[src/rtl/sd_pkg.sv]
// Shared SD SPI-mode definitions: response type codes, receiver states and R1 flag bits.
package sd_pkg;

    localparam logic [1:0] RESP_R1  = 2'd0;
    localparam logic [1:0] RESP_R1B = 2'd1;
    localparam logic [1:0] RESP_R7  = 2'd2;

    // R1 flag bit positions
    localparam int IDLE_STATE  = 0;
    localparam int ILLEGAL_CMD = 2;

    typedef enum logic [2:0] {
        S_IDLE,
        S_WAIT_SB,
        S_R1_BITS,
        S_EXT_BITS,
        S_BUSY_WAIT,
        S_DONE
    } rxState_e;

endpackage

[src/rtl/sd_resp_rx_if.sv]
// Sequencer-side handshake and result bus of the SD response receiver.
interface sd_resp_rx_if;
    logic        isStart;
    logic [1:0]  respType;
    logic        isBusy;
    logic        isFinish;
    logic        isTimeout;
    logic [7:0]  r1;
    logic [31:0] payload;

    modport master (output isStart, respType, input isBusy, isFinish, isTimeout, r1, payload);
    modport slave  (input isStart, respType, output isBusy, isFinish, isTimeout, r1, payload);
endinterface

[src/rtl/sd_shift_in.sv]
// MSB-first serial-in shift register with synchronous clear.
module sd_shift_in #(
    parameter int WIDTH = 8
) (
    input  logic             clk,
    input  logic             rst_n,
    input  logic             clr,
    input  logic             en,
    input  logic             din,
    output logic [WIDTH-1:0] q
);

    always_ff @(posedge clk or negedge rst_n) begin
        if (!rst_n)   q <= '0;
        else if (clr) q <= '0;
        else if (en)  q <= {q[WIDTH-2:0], din};
    end

endmodule

[src/rtl/sd_resp_rx.sv]
// SPI-mode SD response receiver: hunts the R1 start bit, captures R1 and an optional
// 32-bit trailer or waits out R1b busy, then reports through a level start/busy/finish handshake.
module sd_resp_rx
    import sd_pkg::*;
#(
    parameter int NCR_MAX  = 80,
    parameter int BUSY_MAX = 65535
) (
    input  logic        clk,
    input  logic        rst_n,
    input  logic        DO,
    sd_resp_rx_if.slave seq
);

    localparam int NCR_W  = (NCR_MAX  > 1) ? $clog2(NCR_MAX)  : 1;
    localparam int BUSY_W = (BUSY_MAX > 1) ? $clog2(BUSY_MAX) : 1;
    localparam logic [NCR_W-1:0]  NCR_LAST  = NCR_W'(NCR_MAX - 1);
    localparam logic [BUSY_W-1:0] BUSY_LAST = BUSY_W'(BUSY_MAX - 1);

    rxState_e          state, stateNx;
    logic [1:0]        typeQ;
    logic [NCR_W-1:0]  ncr;
    logic [4:0]        cnt;
    logic [BUSY_W-1:0] bcnt;
    logic              tmoQ, sbMissQ;
    logic              accept, clrSh, r1En, plEn, sbTo, busyTo;
    logic [7:0]        r1Sh;
    logic [31:0]       plSh;

    sd_shift_in #(.WIDTH(8)) u_r1Sh (
        .clk(clk), .rst_n(rst_n), .clr(clrSh), .en(r1En), .din(DO), .q(r1Sh)
    );

    sd_shift_in #(.WIDTH(32)) u_plSh (
        .clk(clk), .rst_n(rst_n), .clr(clrSh), .en(plEn), .din(DO), .q(plSh)
    );

    always_ff @(posedge clk or negedge rst_n) begin
        if (!rst_n) state <= S_IDLE;
        else        state <= stateNx;
    end

    always_comb begin
        stateNx = state;
        accept  = 1'b0;
        clrSh   = 1'b0;
        r1En    = 1'b0;
        plEn    = 1'b0;
        sbTo    = 1'b0;
        busyTo  = 1'b0;
        case (state)
            S_IDLE: begin
                if (seq.isStart) begin
                    accept  = 1'b1;
                    clrSh   = 1'b1;
                    stateNx = S_WAIT_SB;
                end
            end
            S_WAIT_SB: begin
                // the start bit itself is r1[7], so it is shifted in here
                if (!DO) begin
                    r1En    = 1'b1;
                    stateNx = S_R1_BITS;
                end else if (ncr == NCR_LAST) begin
                    sbTo    = 1'b1;
                    stateNx = S_DONE;
                end
            end
            S_R1_BITS: begin
                r1En = 1'b1;
                if (cnt == 5'd0) begin
                    if (typeQ == RESP_R7)       stateNx = S_EXT_BITS;
                    else if (typeQ == RESP_R1B) stateNx = S_BUSY_WAIT;
                    else                        stateNx = S_DONE;
                end
            end
            S_EXT_BITS: begin
                plEn = 1'b1;
                if (cnt == 5'd0) stateNx = S_DONE;
            end
            S_BUSY_WAIT: begin
                if (DO) begin
                    stateNx = S_DONE;
                end else if (bcnt == BUSY_LAST) begin
                    busyTo  = 1'b1;
                    stateNx = S_DONE;
                end
            end
            S_DONE: begin
                if (!seq.isStart) stateNx = S_IDLE;
            end
            default: stateNx = S_IDLE;
        endcase
    end

    always_ff @(posedge clk or negedge rst_n) begin
        if (!rst_n) begin
            typeQ   <= RESP_R1;
            ncr     <= '0;
            cnt     <= '0;
            bcnt    <= '0;
            tmoQ    <= 1'b0;
            sbMissQ <= 1'b0;
        end else if (accept) begin
            typeQ   <= seq.respType;
            ncr     <= '0;
            cnt     <= '0;
            bcnt    <= '0;
            tmoQ    <= 1'b0;
            sbMissQ <= 1'b0;
        end else begin
            if (state == S_WAIT_SB && DO) ncr <= ncr + 1'b1;

            if (state == S_WAIT_SB && !DO)
                cnt <= 5'd6;
            else if (state == S_R1_BITS && cnt == 5'd0)
                cnt <= 5'd31;
            else if ((state == S_R1_BITS || state == S_EXT_BITS) && cnt != 5'd0)
                cnt <= cnt - 1'b1;

            if (state == S_R1_BITS)                bcnt <= '0;
            else if (state == S_BUSY_WAIT && !DO)  bcnt <= bcnt + 1'b1;

            if (sbTo || busyTo) begin
                tmoQ    <= 1'b1;
                sbMissQ <= sbTo;
            end
        end
    end

    // Outputs are registered one edge behind the state, so the first DONE cycle
    // is the one where isFinish is still low: that is when the results publish.
    always_ff @(posedge clk or negedge rst_n) begin
        if (!rst_n) begin
            seq.isBusy    <= 1'b0;
            seq.isFinish  <= 1'b0;
            seq.isTimeout <= 1'b0;
            seq.r1        <= 8'hFF;
            seq.payload   <= '0;
        end else begin
            seq.isFinish <= (state == S_DONE);
            seq.isBusy   <= (state == S_IDLE) ? seq.isStart : 1'b1;
            if (accept) seq.isTimeout <= 1'b0;
            if (state == S_DONE && !seq.isFinish) begin
                seq.isTimeout <= tmoQ;
                seq.r1        <= sbMissQ ? 8'hFF : r1Sh;
                seq.payload   <= (typeQ == RESP_R7) ? plSh : 32'h0;
            end
        end
    end

endmodule

[src/flat_wrapper.sv]
// flat-port wrapper written by rule: the top's interface ports become plain ports
module sd_resp_rx_flat import sd_pkg::*;
#(
    parameter int NCR_MAX  = 80,
    parameter int BUSY_MAX = 65535
)
  (clk, rst_n, DO, seq_isStart, seq_respType, seq_isBusy, seq_isFinish, seq_isTimeout, seq_r1, seq_payload);
  sd_resp_rx_if seq_i ();
  input  logic clk;
  input  logic rst_n;
  input  logic DO;
  input wire logic [$bits(seq_i.isStart)-1:0] seq_isStart;
  input wire logic [$bits(seq_i.respType)-1:0] seq_respType;
  output wire logic [$bits(seq_i.isBusy)-1:0] seq_isBusy;
  output wire logic [$bits(seq_i.isFinish)-1:0] seq_isFinish;
  output wire logic [$bits(seq_i.isTimeout)-1:0] seq_isTimeout;
  output wire logic [$bits(seq_i.r1)-1:0] seq_r1;
  output wire logic [$bits(seq_i.payload)-1:0] seq_payload;
  assign seq_i.isStart = seq_isStart;
  assign seq_i.respType = seq_respType;
  assign seq_isBusy = seq_i.isBusy;
  assign seq_isFinish = seq_i.isFinish;
  assign seq_isTimeout = seq_i.isTimeout;
  assign seq_r1 = seq_i.r1;
  assign seq_payload = seq_i.payload;
  sd_resp_rx #(.NCR_MAX(NCR_MAX), .BUSY_MAX(BUSY_MAX)) u_core (.clk(clk), .rst_n(rst_n), .DO(DO), .seq(seq_i));
endmodule
[config.mk]
export PLATFORM = sky130hd
export DESIGN_NAME = sd_resp_rx_flat
export DESIGN_NICKNAME = d
export VERILOG_FILES = /design/src/rtl/sd_pkg.sv /design/src/rtl/sd_resp_rx_if.sv /design/src/rtl/sd_shift_in.sv /design/src/rtl/sd_resp_rx.sv /design/src/flat_wrapper.sv
export SDC_FILE = /design/constraint.sdc
export NUM_CORES = 1
export LEC_CHECK = 0
export BUFFER_PORTS_ARGS = -buffer_cell sky130_fd_sc_hd__buf_2
export CORE_MARGIN = 2
export CORE_UTILIZATION = 40
export DETAILED_ROUTE_END_ITERATION = 16
export GPL_TIMING_DRIVEN = 1
export PLACE_DENSITY = 0.62
export SLEW_MARGIN = 5
export SYNTH_ARGS = -nofsm -noshare
export SYNTH_HDL_FRONTEND = slang
export SYNTH_SLANG_ARGS = --single-unit
[constraint.sdc]
create_clock -name clk -period 5.6 [get_ports clk]
set_input_delay 0.28 -clock clk [delete_from_list [all_inputs] [get_ports clk]]
set_output_delay 0.28 -clock clk [all_outputs]
set_load 0.05 [all_outputs]
Word-level counts from Yosys, hierarchy flattened. Index checks and enable logic that the tools add are counted.

$add $sub $neg: 3. Eq/ne operators: 15. Mux-type cells: 44. Reductions and logical operators: 21.

Operator list (number): 32-bit two-way mux (3); 16-bit two-way mux (3); 3-bit two-way mux (9); 8-bit two-way mux (3); 5-bit two-way mux (4); 1-bit two-way mux (18); 3-bit one-hot mux with 6 select lines (1); 16-bit by 1-bit adder with 16-bit output, second input constant (1); 16-bit equality test, second input constant (1); 7-bit two-way mux (2); 2-bit nonzero test (5); 7-bit by 1-bit adder with 7-bit output, second input constant (1); 7-bit equality test, second input constant (1); 3-bit by 2-bit equality test with 1-bit output, second input constant (2); 3-bit equality test, second input constant (2); 1-bit logical AND (6); 3-bit by 2-bit inequality test with 1-bit output, second input constant (2); 6-bit AND reduction (1); 5-bit zero test (1); 5-bit nonzero test (1); 5-bit by 1-bit subtractor with 5-bit output, second input constant (1); 2-bit by 1-bit inequality test with 1-bit output, second input constant (2); 2-bit inequality test, second input constant (2); 4-bit nonzero test (1); 8 further kinds (10).

Register bits after elaboration: 118. Bits of input ports: 6. Word-level logic and storage cells: 97.

Logic depth before layout (Yosys ltp). Gate-level depths: netlist (run 1).

Word-level depth: 7. Gate-level depth with buffers: 7. Mapped depth without buffers: 6.

By module. From an unflattened synthesis (run 1), not the netlist that was laid out.

Cell total of the unflattened synthesis: 521. Area total of the unflattened synthesis: 5301.3 um2.

Modules (own cells, without submodules): sd_resp_rx (times used 1, cells each 392, area each 3652.3 um2, sequential area each 1961.9 um2); sd_shift_in at u_core.u_plSh (times used 1, cells each 103, area each 1323.8 um2, sequential area each 800.8 um2); sd_shift_in at u_core.u_r1Sh (times used 1, cells each 26, area each 325.3 um2, sequential area each 200.2 um2).

Worst setup path after synthesis (run 1). OpenSTA, ideal clock, no wires.

Path type: reg2reg. Start point: register u_core.state[1]. End point: register u_core.bcnt[13]. Data arrival time: 1986 ps. Required time: 5522 ps. Setup slack: 3536 ps. Cell stages (with the launch flop): 6. Path buffers: 1. Period minus slack after synthesis: 2064 ps. Cell sequence: dfrtp_1 > or4b_4 > buf_6 > or3_4 > or4_1 > a21oi_1.

Cells in the longest elaborated chain, start to end: 3. Elaborated cells between the ends (all ways): 8. Those cells by class: eq/ne: 2; mux: 3; reduce/logical: 3.

Ends and longest elaborated chain: start: declaration (line sd_resp_rx.sv:20) `rxState_e state, stateNx;`; start signal: assignment (line sd_resp_rx.sv:40) `else state <= stateNx;`; 3-bit by 2-bit equality test with 1-bit output, or another cell as far along (line sd_resp_rx.sv:121) `if (state == S_R1_BITS) bcnt <= '0;`; 16-bit two-way mux, or another cell as far along (line sd_resp_rx.sv:121); 16-bit two-way mux or 3-bit nonzero test (tied branches); end signal: assignment (line sd_resp_rx.sv:122) `else if (state == S_BUSY_WAIT && !DO) bcnt <= bcnt + 1'b1;`; end: declaration (line sd_resp_rx.sv:24) `logic [BUSY_W-1:0] bcnt;`.

Parallel ways exist; a longest one is shown, timed or not. A chain may end at the register's enable or synchronous reset.

Worst setup path in the final report (run 1).
Start point: register u_core.state[1]. End point: register u_core.u_plSh.q[3].

Cells in the longest elaborated chain, start to end: 3. Elaborated cells between the ends (all ways): 6. Those cells by class: eq/ne: 1; mux: 3; reduce/logical: 2.

Ends and longest elaborated chain: 3-bit by 2-bit equality test with 1-bit output or 3-bit zero test (tied branches) (line sd_resp_rx.sv:51) `case (state)`; 1-bit two-way mux (line sd_resp_rx.sv:51); 2-bit nonzero test (no line) or 32-bit two-way mux (tied branches); end signal: assignment (line sd_shift_in.sv:16) `else if (en) q <= {q[WIDTH-2:0], din};`; end: declaration (line sd_shift_in.sv:10) `output logic [WIDTH-1:0] q`.

Parallel ways exist; a longest one is shown, timed or not.

==> Flow_metrics.wiki, run 1 <==
{| class="wikitable"
! Metric !! Value
|-
| Worst endpoint required time || between 5 and 6 ns
|-
| Post-synthesis sequential area ratio || roughly 58%
|-
| R2R Setup Slk || between 3 and 4 ns
|-
| Leakage || around 2.7 nW
|-
| Worst setup EP type || flop
|-
| Worst hold path type || in -> reg
|-
| Maximum Capacitance Violations || 0
|-
| Total power per unit cell area || just over 600 mW/mm²
|-
| Worst-case hold slack || approximately 0.073 ns
|-
| Number of endpoints with negative hold slack in the final report || 0
|-
| Worst Setup Start Kind || flop
|-
| Data arrival time at the worst-slack endpoint || 2.66 ns
|-
| Number of antenna diodes || 0
|-
| Primary FF master, synth || sky130_fd_sc_hd__dfrtp_1
|-
| Count of hold buffers inserted by post-cts repair || 1
|-
| Post-synth cell types || 42
|-
| Clock root buffer || sky130_fd_sc_hd__clkbuf_16
|-
| Clock tree from TritonCTS || built
|-
| Worst-skew pair later-pin latency || between 0.4 and 0.5 ns
|-
| Part of the total power dissipated in the clock network || 29.9%
|-
| Row cnt || 41
|-
| Overall die area || 0.0138 mm²
|-
| Fraction of layout instances using a drive strength above 1 || between 10% and 20%
|-
| Pin count of the biggest net entering global routing || 83
|-
| Core region area || around 0.013 mm²
|-
| VDD IR max || slightly below 0.3 mV
|-
| Vias in the first global route || ~3.7k
|-
| Nets@finish || around 610
|-
| Register share of total power || 37.4%
|-
| Transition time at the pin with the least slew margin || approximately 1.1 ns
|-
| Area after DPL || approximately 0.0055 mm²
|-
| Initial Util || roughly 40%
|-
| CP Max Fanout || 32
|-
| Synthesized area divided by synthesized cell count || slightly above 9 µm²
|-
| Global-route wire length before repair || 18,100 µm
|-
| Maximum achievable frequency || roughly 430 MHz
|-
| Normalized max-slew margin || 23.9%
|-
| Synth Net Count || ~570
|-
| Run status || finished clean
|-
| Comb power frac || between 30% and 40%
|-
| Final period demand of the worst path || between 2 and 2.5 ns
|-
| Average wire per standard cell || between 10 and 15 µm
|-
| Net Sw Frac || between 30% and 40%
|-
| H-tree level count || 4
|-
| Synthesis-stage register bit count || 118
|-
| Fraction of synthesis flops using an asynchronous set or reset pin || 100%
|-
| CTS Sinks || 118
|-
| Total Negative Setup Slacks || 0 ns
|-
| Setup repair after global routing missed its margin || no
|-
| Clk slew on worst S/H paths || 0.05 ns
|-
| Y dimension of the die || approximately 120 µm
|-
| Highest-count cells in the layout ignoring fill and taps || sky130_fd_sc_hd__nand2_1 (169), sky130_fd_sc_hd__dfrtp_1 (110), sky130_fd_sc_hd__o21ai_0 (52)
|-
| Internal Pwr Total || about 2.3 mW
|-
| Boundary pin count || 49
|-
| Setup skew after layout || just under 0.008 ns
|-
| Overall Global Routing Usage || approximately 16%
|-
| Setup CP Type || reg -> reg
|-
| Post-CTS Resized || 0
|-
| Post-route design area || slightly above 0.006 mm²
|-
| EDFF count, synth || 0
|-
| Detailed-router iteration count before antenna repair || 4
|-
| Via count || ~3.9k
|-
| Horiz. Die Dim || approximately 120 µm
|-
| Setup-violating endpoint count in the final report || 0
|-
| Number of warnings reported in the yosys synthesis log || 0
|-
| Drt initial violations || between 200 and 300
|-
| Post-Route Utilization || between 40% and 50%
|-
| Post-detailed-routing wire length || roughly 10,000 µm
|-
| Cts bufs inserted || 17
|-
| Drt drc || 0
|-
| I/O Buffers || 48
|-
| Cell Area, Synth || 0.00515 mm²
|-
| Clock Path Buffers || 2
|-
| Max-slew violation count || 0
|-
| Antenna violations before repair || 0
|-
| Via density || about 5
|-
| Routability congestion estimate from global placement || 0.811
|-
| Post-detailed-route count of antenna-violating nets || 0
|-
| Half-perimeter wire length after detailed placement || 6580 µm
|-
| Period utilization || between 40% and 50%
|-
| Setup Buffers After CTS || 0
|-
| Layout area overhead || 18.9%
|-
| Overflow left after global routing || 0
|-
| Most frequent standard cell in the layout excluding fill and tap cells || sky130_fd_sc_hd__nand2_1
|-
| Post-Synthesis Cells || ~560
|-
| Net switching power figure || around 1.5 mW
|}
## Yosys cell counts (5+ instances only)
| cell type | n | area [µm²] |
|---|---|---|
| sky130_fd_sc_hd__nand2_1 | 169 | 634 |
| sky130_fd_sc_hd__dfrtp_1 | 110 | 2750 |
| sky130_fd_sc_hd__o21ai_0 | 52 | 260 |
| sky130_fd_sc_hd__a21oi_1 | 44 | 220 |
| sky130_fd_sc_hd__nor2_1 | 34 | 128 |
| sky130_fd_sc_hd__clkbuf_1 | 32 | 120 |
| sky130_fd_sc_hd__nand3_1 | 10 | 50.1 |
| sky130_fd_sc_hd__nor3_1 | 10 | 50.1 |
| sky130_fd_sc_hd__inv_1 | 9 | 33.8 |
| sky130_fd_sc_hd__xnor2_1 | 9 | 78.8 |
| sky130_fd_sc_hd__dfstp_2 | 8 | 210 |
| sky130_fd_sc_hd__nand4_1 | 6 | 37.5 |
| sky130_fd_sc_hd__nor4_1 | 5 | 31.3 |
| sky130_fd_sc_hd__xor2_1 | 5 | 43.8 |
## stage by stage
stage          std cells  power (mW)  setup slack (ns)
6_report             782        3.74              3.27
5_1_grt              782        3.99              3.00
3_5_place_dp         751        2.65              3.29
2_1_floorplan        562        2.34              3.54
3_3_place_gp         751        2.61              3.31
4_1_cts              782        3.79              3.29
## critical path: stages (launching register included)
cell and delay, ns:
sky130_fd_sc_hd__dfrtp_1 0.61, sky130_fd_sc_hd__nor2b_1 0.38, sky130_fd_sc_hd__and2_1 0.94, sky130_fd_sc_hd__nand2_1 0.15, sky130_fd_sc_hd__a21oi_1 0.16
## worst paths after layout
kind / start / cells after the start / end
setup / recovery: u_core.state[1] / 4 / u_core.u_plSh.q[3]
hold / removal: seq_respType[0] / 3 / u_core.typeQ[0]
setup reg to reg: u_core.state[1] / 4 / u_core.u_plSh.q[3]
hold reg to reg: u_core.seq.payload[24] / 2 / u_core.seq.payload[24]
max in group asynchronous: rst_n / 3 / u_core.u_r1Sh.q[0]
min in group asynchronous: rst_n / 2 / u_core.seq.isBusy
## cell families (layout without fill, tap and decap cells)
family / after synthesis / in the layout / share of synthesized area, %
simple gates: 265 / 265 / 22.8
flops: 118 / 118 / 57.6
compound gates: 111 / 111 / 11.6
buf+inv: 45 / 93 / 3.57
xor+xnor: 14 / 14 / 2.38
mux: 5 / 5 / 1.05
fa+ha+maj: 4 / 4 / 0.972
## routing by layer
metal | vias to the layer above | GRT usage (%) | part of all wire (%)
met4 | 0 | 6.78 | 0.83
met3 | 7 | 4.67 | 3.7
met2 | 63 | 24.8 | 47
met5 | - | 0 | 0
li1 | 1953 | - | -
met1 | 1892 | 21.7 | 49
## power by group through the flow
stage	registers (mW)	clock network, mW	logic [mW]
final	1.40	1.12	1.22
after global routing	1.45	1.19	1.35
after CTS	1.40	1.15	1.24
after detailed placement	1.41	0	1.24
after global placement	1.39	0	1.21
after floorplan	1.72	0	0.619
## flip-flops by register name, summed over array words and instances (netlist names), 2 cells and up
name	cells
u_core.typeQ	2
u_core.seq.payload	32
u_core.state	3
u_core.bcnt	16
u_core.u_plSh.q	32
u_core.cnt	5
u_core.seq.r1	8
u_core.u_r1Sh.q	8
u_core.ncr	7
## cell type report
| type | count | area, µm² |
|---|---|---|
| clock buffers | 20 | 457 |
| clock inverters | 10 | 154 |
| fillers | 1184 | 6450 |
| inverters | 9 | 33.8 |
| multi-input cells | 399 | 2010 |
| flip-flops and latches | 118 | 2960 |
| well taps | 172 | 215 |
| repair buffers | 54 | 290 |
Note: power is estimated with default switching activity, not from simulation.
==> run 2, diff against run 1 <==
--- a/config.mk
+++ b/config.mk
@@ -10,7 +10,7 @@
 export CORE_UTILIZATION = 40
 export DETAILED_ROUTE_END_ITERATION = 16
 export GPL_TIMING_DRIVEN = 1
-export PLACE_DENSITY = 0.62
+export PLACE_DENSITY = 0.64
 export SLEW_MARGIN = 5
 export SYNTH_ARGS = -nofsm -noshare
 export SYNTH_HDL_FRONTEND = slang
==> constraint.sdc (replaced) <==
create_clock -name clk -period 2 [get_ports clk]
set_input_delay 0.1 -clock clk [delete_from_list [all_inputs] [get_ports clk]]
set_output_delay 0.1 -clock clk [all_outputs]
set_load 0.05 [all_outputs]
==> run 2 against run 1 <==
  * Core utilization up 1.6 points
  * Largest cell class unchanged
  * Sequential power rose to 2.7 times the previous value
  * Global-route usage up 0.17 points
  * Clock skew about the same
  * Die area unchanged
  * Setup slack worse by 3.2 ns
  * Largest power group unchanged
  * Clock-buffer cell count up 1
  * Critical path depth unchanged
  * Critical path type unchanged
  * Non-clock buffer count up 22
  * Register-to-register slack worse by 3.2 ns
  * Total power rose to 2.8 times the previous value
  * Sequential cell count unchanged
==> Flow_metrics.wiki, run 2 (synthesis gave the netlist of run 1 again) <==
{| class="wikitable"
! Metric !! Value
|-
| Run status || finished clean
|-
| Worst-case hold slack || a little over 0.03 ns
|-
| Y dimension of the die || 117 µm
|-
| Footprint of the multi-input gates || between 0.002 and 0.0025 mm²
|-
| Drt initial violations || about 260
|-
| Leakage || ~2.8 nW
|-
| Cell family with the largest share of critical-path delay || simple AND/OR/NAND/NOR gates
|-
| Overflow left after global routing || 0
|-
| Number of endpoints with negative hold slack in the final report || 0
|-
| Total Negative Setup Slacks || 0 ns
|-
| Data arrival time at the worst-slack endpoint || 2.30 ns
|-
| Overall Global Routing Usage || between 10% and 20%
|-
| Top flop regs || u_core.seq.payload x32, u_core.u_plSh.q x32, u_core.bcnt x16
|-
| Detailed-router iteration count before antenna repair || 4
|-
| CP Max Fanout || 5
|-
| Half-perimeter wire length after detailed placement || 7040 µm
|-
| Antenna violations before repair || 0
|-
| Maximum achievable frequency || about 510 MHz
|-
| Via density || a little under 5
|-
| Number of antenna diodes || 0
|-
| Average wire per standard cell || 13.0 µm
|-
| Place WS || roughly 0.056 ns
|-
| Worst-skew pair later-pin latency || 0.41 ns
|-
| Number of buffer and inverter instances along the worst setup path || 0
|-
| Most frequent standard cell in the layout excluding fill and tap cells || sky130_fd_sc_hd__nand2_1
|-
| Sequential Area || between 0.002 and 0.003 mm²
|-
| Worst Setup Start Kind || flop
|-
| Max-slew violation count || 0
|-
| Cts bufs inserted || 17
|-
| Via count || 3,970
|-
| Setup repair after global routing missed its margin || no
|-
| Vias in the first global route || 3,916
|-
| Cells along the critical path || or4b_4 > or3_4 > or4_1 > a21oi_1
|-
| Final period demand of the worst path || roughly 2.0 ns
|-
| Core region area || about 0.013 mm²
|-
| Clock root buffer || sky130_fd_sc_hd__clkbuf_16
|-
| Total power per unit cell area || between 1500 and 2000 mW/mm²
|-
| CP max stage cell || sky130_fd_sc_hd__or4b_4
|-
| Global-route wire length before repair || about 18,000 µm
|-
| Nets@finish || ~630
|-
| Row cnt || a little over 40
|-
| Routability congestion estimate from global placement || 0.810
|-
| CTS Sinks || approximately 120
|-
| Pin count of the biggest net entering global routing || between 50 and 60
|-
| Worst endpoint required time || 2.34 ns
|-
| Clock Path Buffers || 2
|-
| Setup Buffers After CTS || 0
|-
| Period utilization || a little over nine tenths
|-
| Worst hold path type || in -> reg
|-
| Clk slew on worst S/H paths || roughly 0.05 ns
|-
| Worst setup EP type || flop
|-
| Boundary pin count || 49
|-
| Initial Util || between 40 and 50%
|-
| Highest-count cells in the layout ignoring fill and taps || sky130_fd_sc_hd__nand2_1 (169), sky130_fd_sc_hd__dfrtp_1 (110), sky130_fd_sc_hd__o21ai_0 (52)
|-
| Setup skew after layout || between 0.007 and 0.008 ns
|-
| Setup slack after layout || around 0.042 ns
|-
| CP max stage delay || 0.54 ns
|-
| Post-detailed-route count of antenna-violating nets || 0
|-
| Layout area overhead || 22.7%
|-
| Fraction of layout instances using a drive strength above 1 || a little under 20%
|-
| Horiz. Die Dim || 117 µm
|-
| Overall die area || around 0.014 mm²
|-
| Normalized max-slew margin || 68.4%
|-
| Clock tree from TritonCTS || built
|-
| H-tree level count || 4
|-
| Transition time at the pin with the least slew margin || roughly 0.47 ns
|-
| Layout filler cell count || 1,156
|-
| I/O Buffers || 48
|-
| Setup CP Type || reg -> reg
|-
| Maximum Capacitance Violations || 0
|-
| Drt drc || 0
|-
| Post-detailed-routing wire length || around 11,000 µm
|-
| VDD IR max || approximately 0.58 mV
|-
| Setup-violating endpoint count in the final report || 0
|}
[run 2: cell count changes in the layout (fill, tap and decap cells not counted), moves of 2 or more]
cell                            change
sky130_fd_sc_hd__bufinv_16          -2
sky130_fd_sc_hd__clkinvlp_4         +3
sky130_fd_sc_hd__clkinv_2           -2
sky130_fd_sc_hd__dlygate4sd3_1      +2
sky130_fd_sc_hd__buf_4             +17
sky130_fd_sc_hd__buf_12             +3
[run 2: timing repair]
item,4_1_cts,5_1_grt
endpoints found under the setup margin,0,2
gates resized for setup,0,1
endpoints found under the hold margin,32,0
hold buffers,3,0
[run 2: cell type report]
type | count | share of cell area [%]
Clock buffer | 21 | 7.45
Multi-Input combinational cell | 399 | 31.9
Sequential cell | 118 | 46.9
Inverter | 9 | 0.535
Timing Repair Buffer | 76 | 7.88
Clock inverter | 11 | 1.96
Tap cell | 172 | 3.41
[run 2: path summary, 6_finish.rpt]
check	startpoint	endpoint	slack, ns	cells after the start
max	u_core.state[1]	u_core.bcnt[12]	0.04	4
min	seq_isStart	u_core.seq.isBusy	0.03	3
max reg2reg	u_core.state[1]	u_core.bcnt[12]	0.04	4
min reg2reg	u_core.seq.payload[24]	u_core.seq.payload[24]	0.47	2
max in group asynchronous	rst_n	u_core.u_plSh.q[16]	1.20	3
min in group asynchronous	rst_n	u_core.bcnt[0]	0.18	2
[run 2: through the flow]
step                      utilization [%]  cell area, µm²  std cells  power (mW)
after floorplan                         -            5150        562        6.55
after global placement               45.2            5690        771        7.51
after detailed placement             45.2            5690        771        7.64
after CTS                            50.2            6310        806        10.7
after global routing                 50.3            6320        806        11.3
final                                50.3            6320        806        10.6
[run 2: per-layer routing]
metal	up-vias	GRT usage [%]	share of wire, %
met5	-	0	0
met4	0	6.48	1.3
met3	12	4.91	3.6
met2	59	26.0	46
met1	1899	21.2	49
li1	2000	-	-
[run 2: power breakdown]
group / internal [mW] / switching (mW) / leakage (nW)
Clock: 1.93 / 1.07 / 0.285
Combinational: 1.13 / 2.63 / 0.971
Sequential: 3.25 / 0.569 / 1.58
Total: 6.31 / 4.26 / 2.84
[run 2: worst min-delay path, stage by stage]
cell and delay (ns):
sky130_fd_sc_hd__buf_2 0.13, sky130_fd_sc_hd__nor2_1 0.08, sky130_fd_sc_hd__nand2_1 0.09
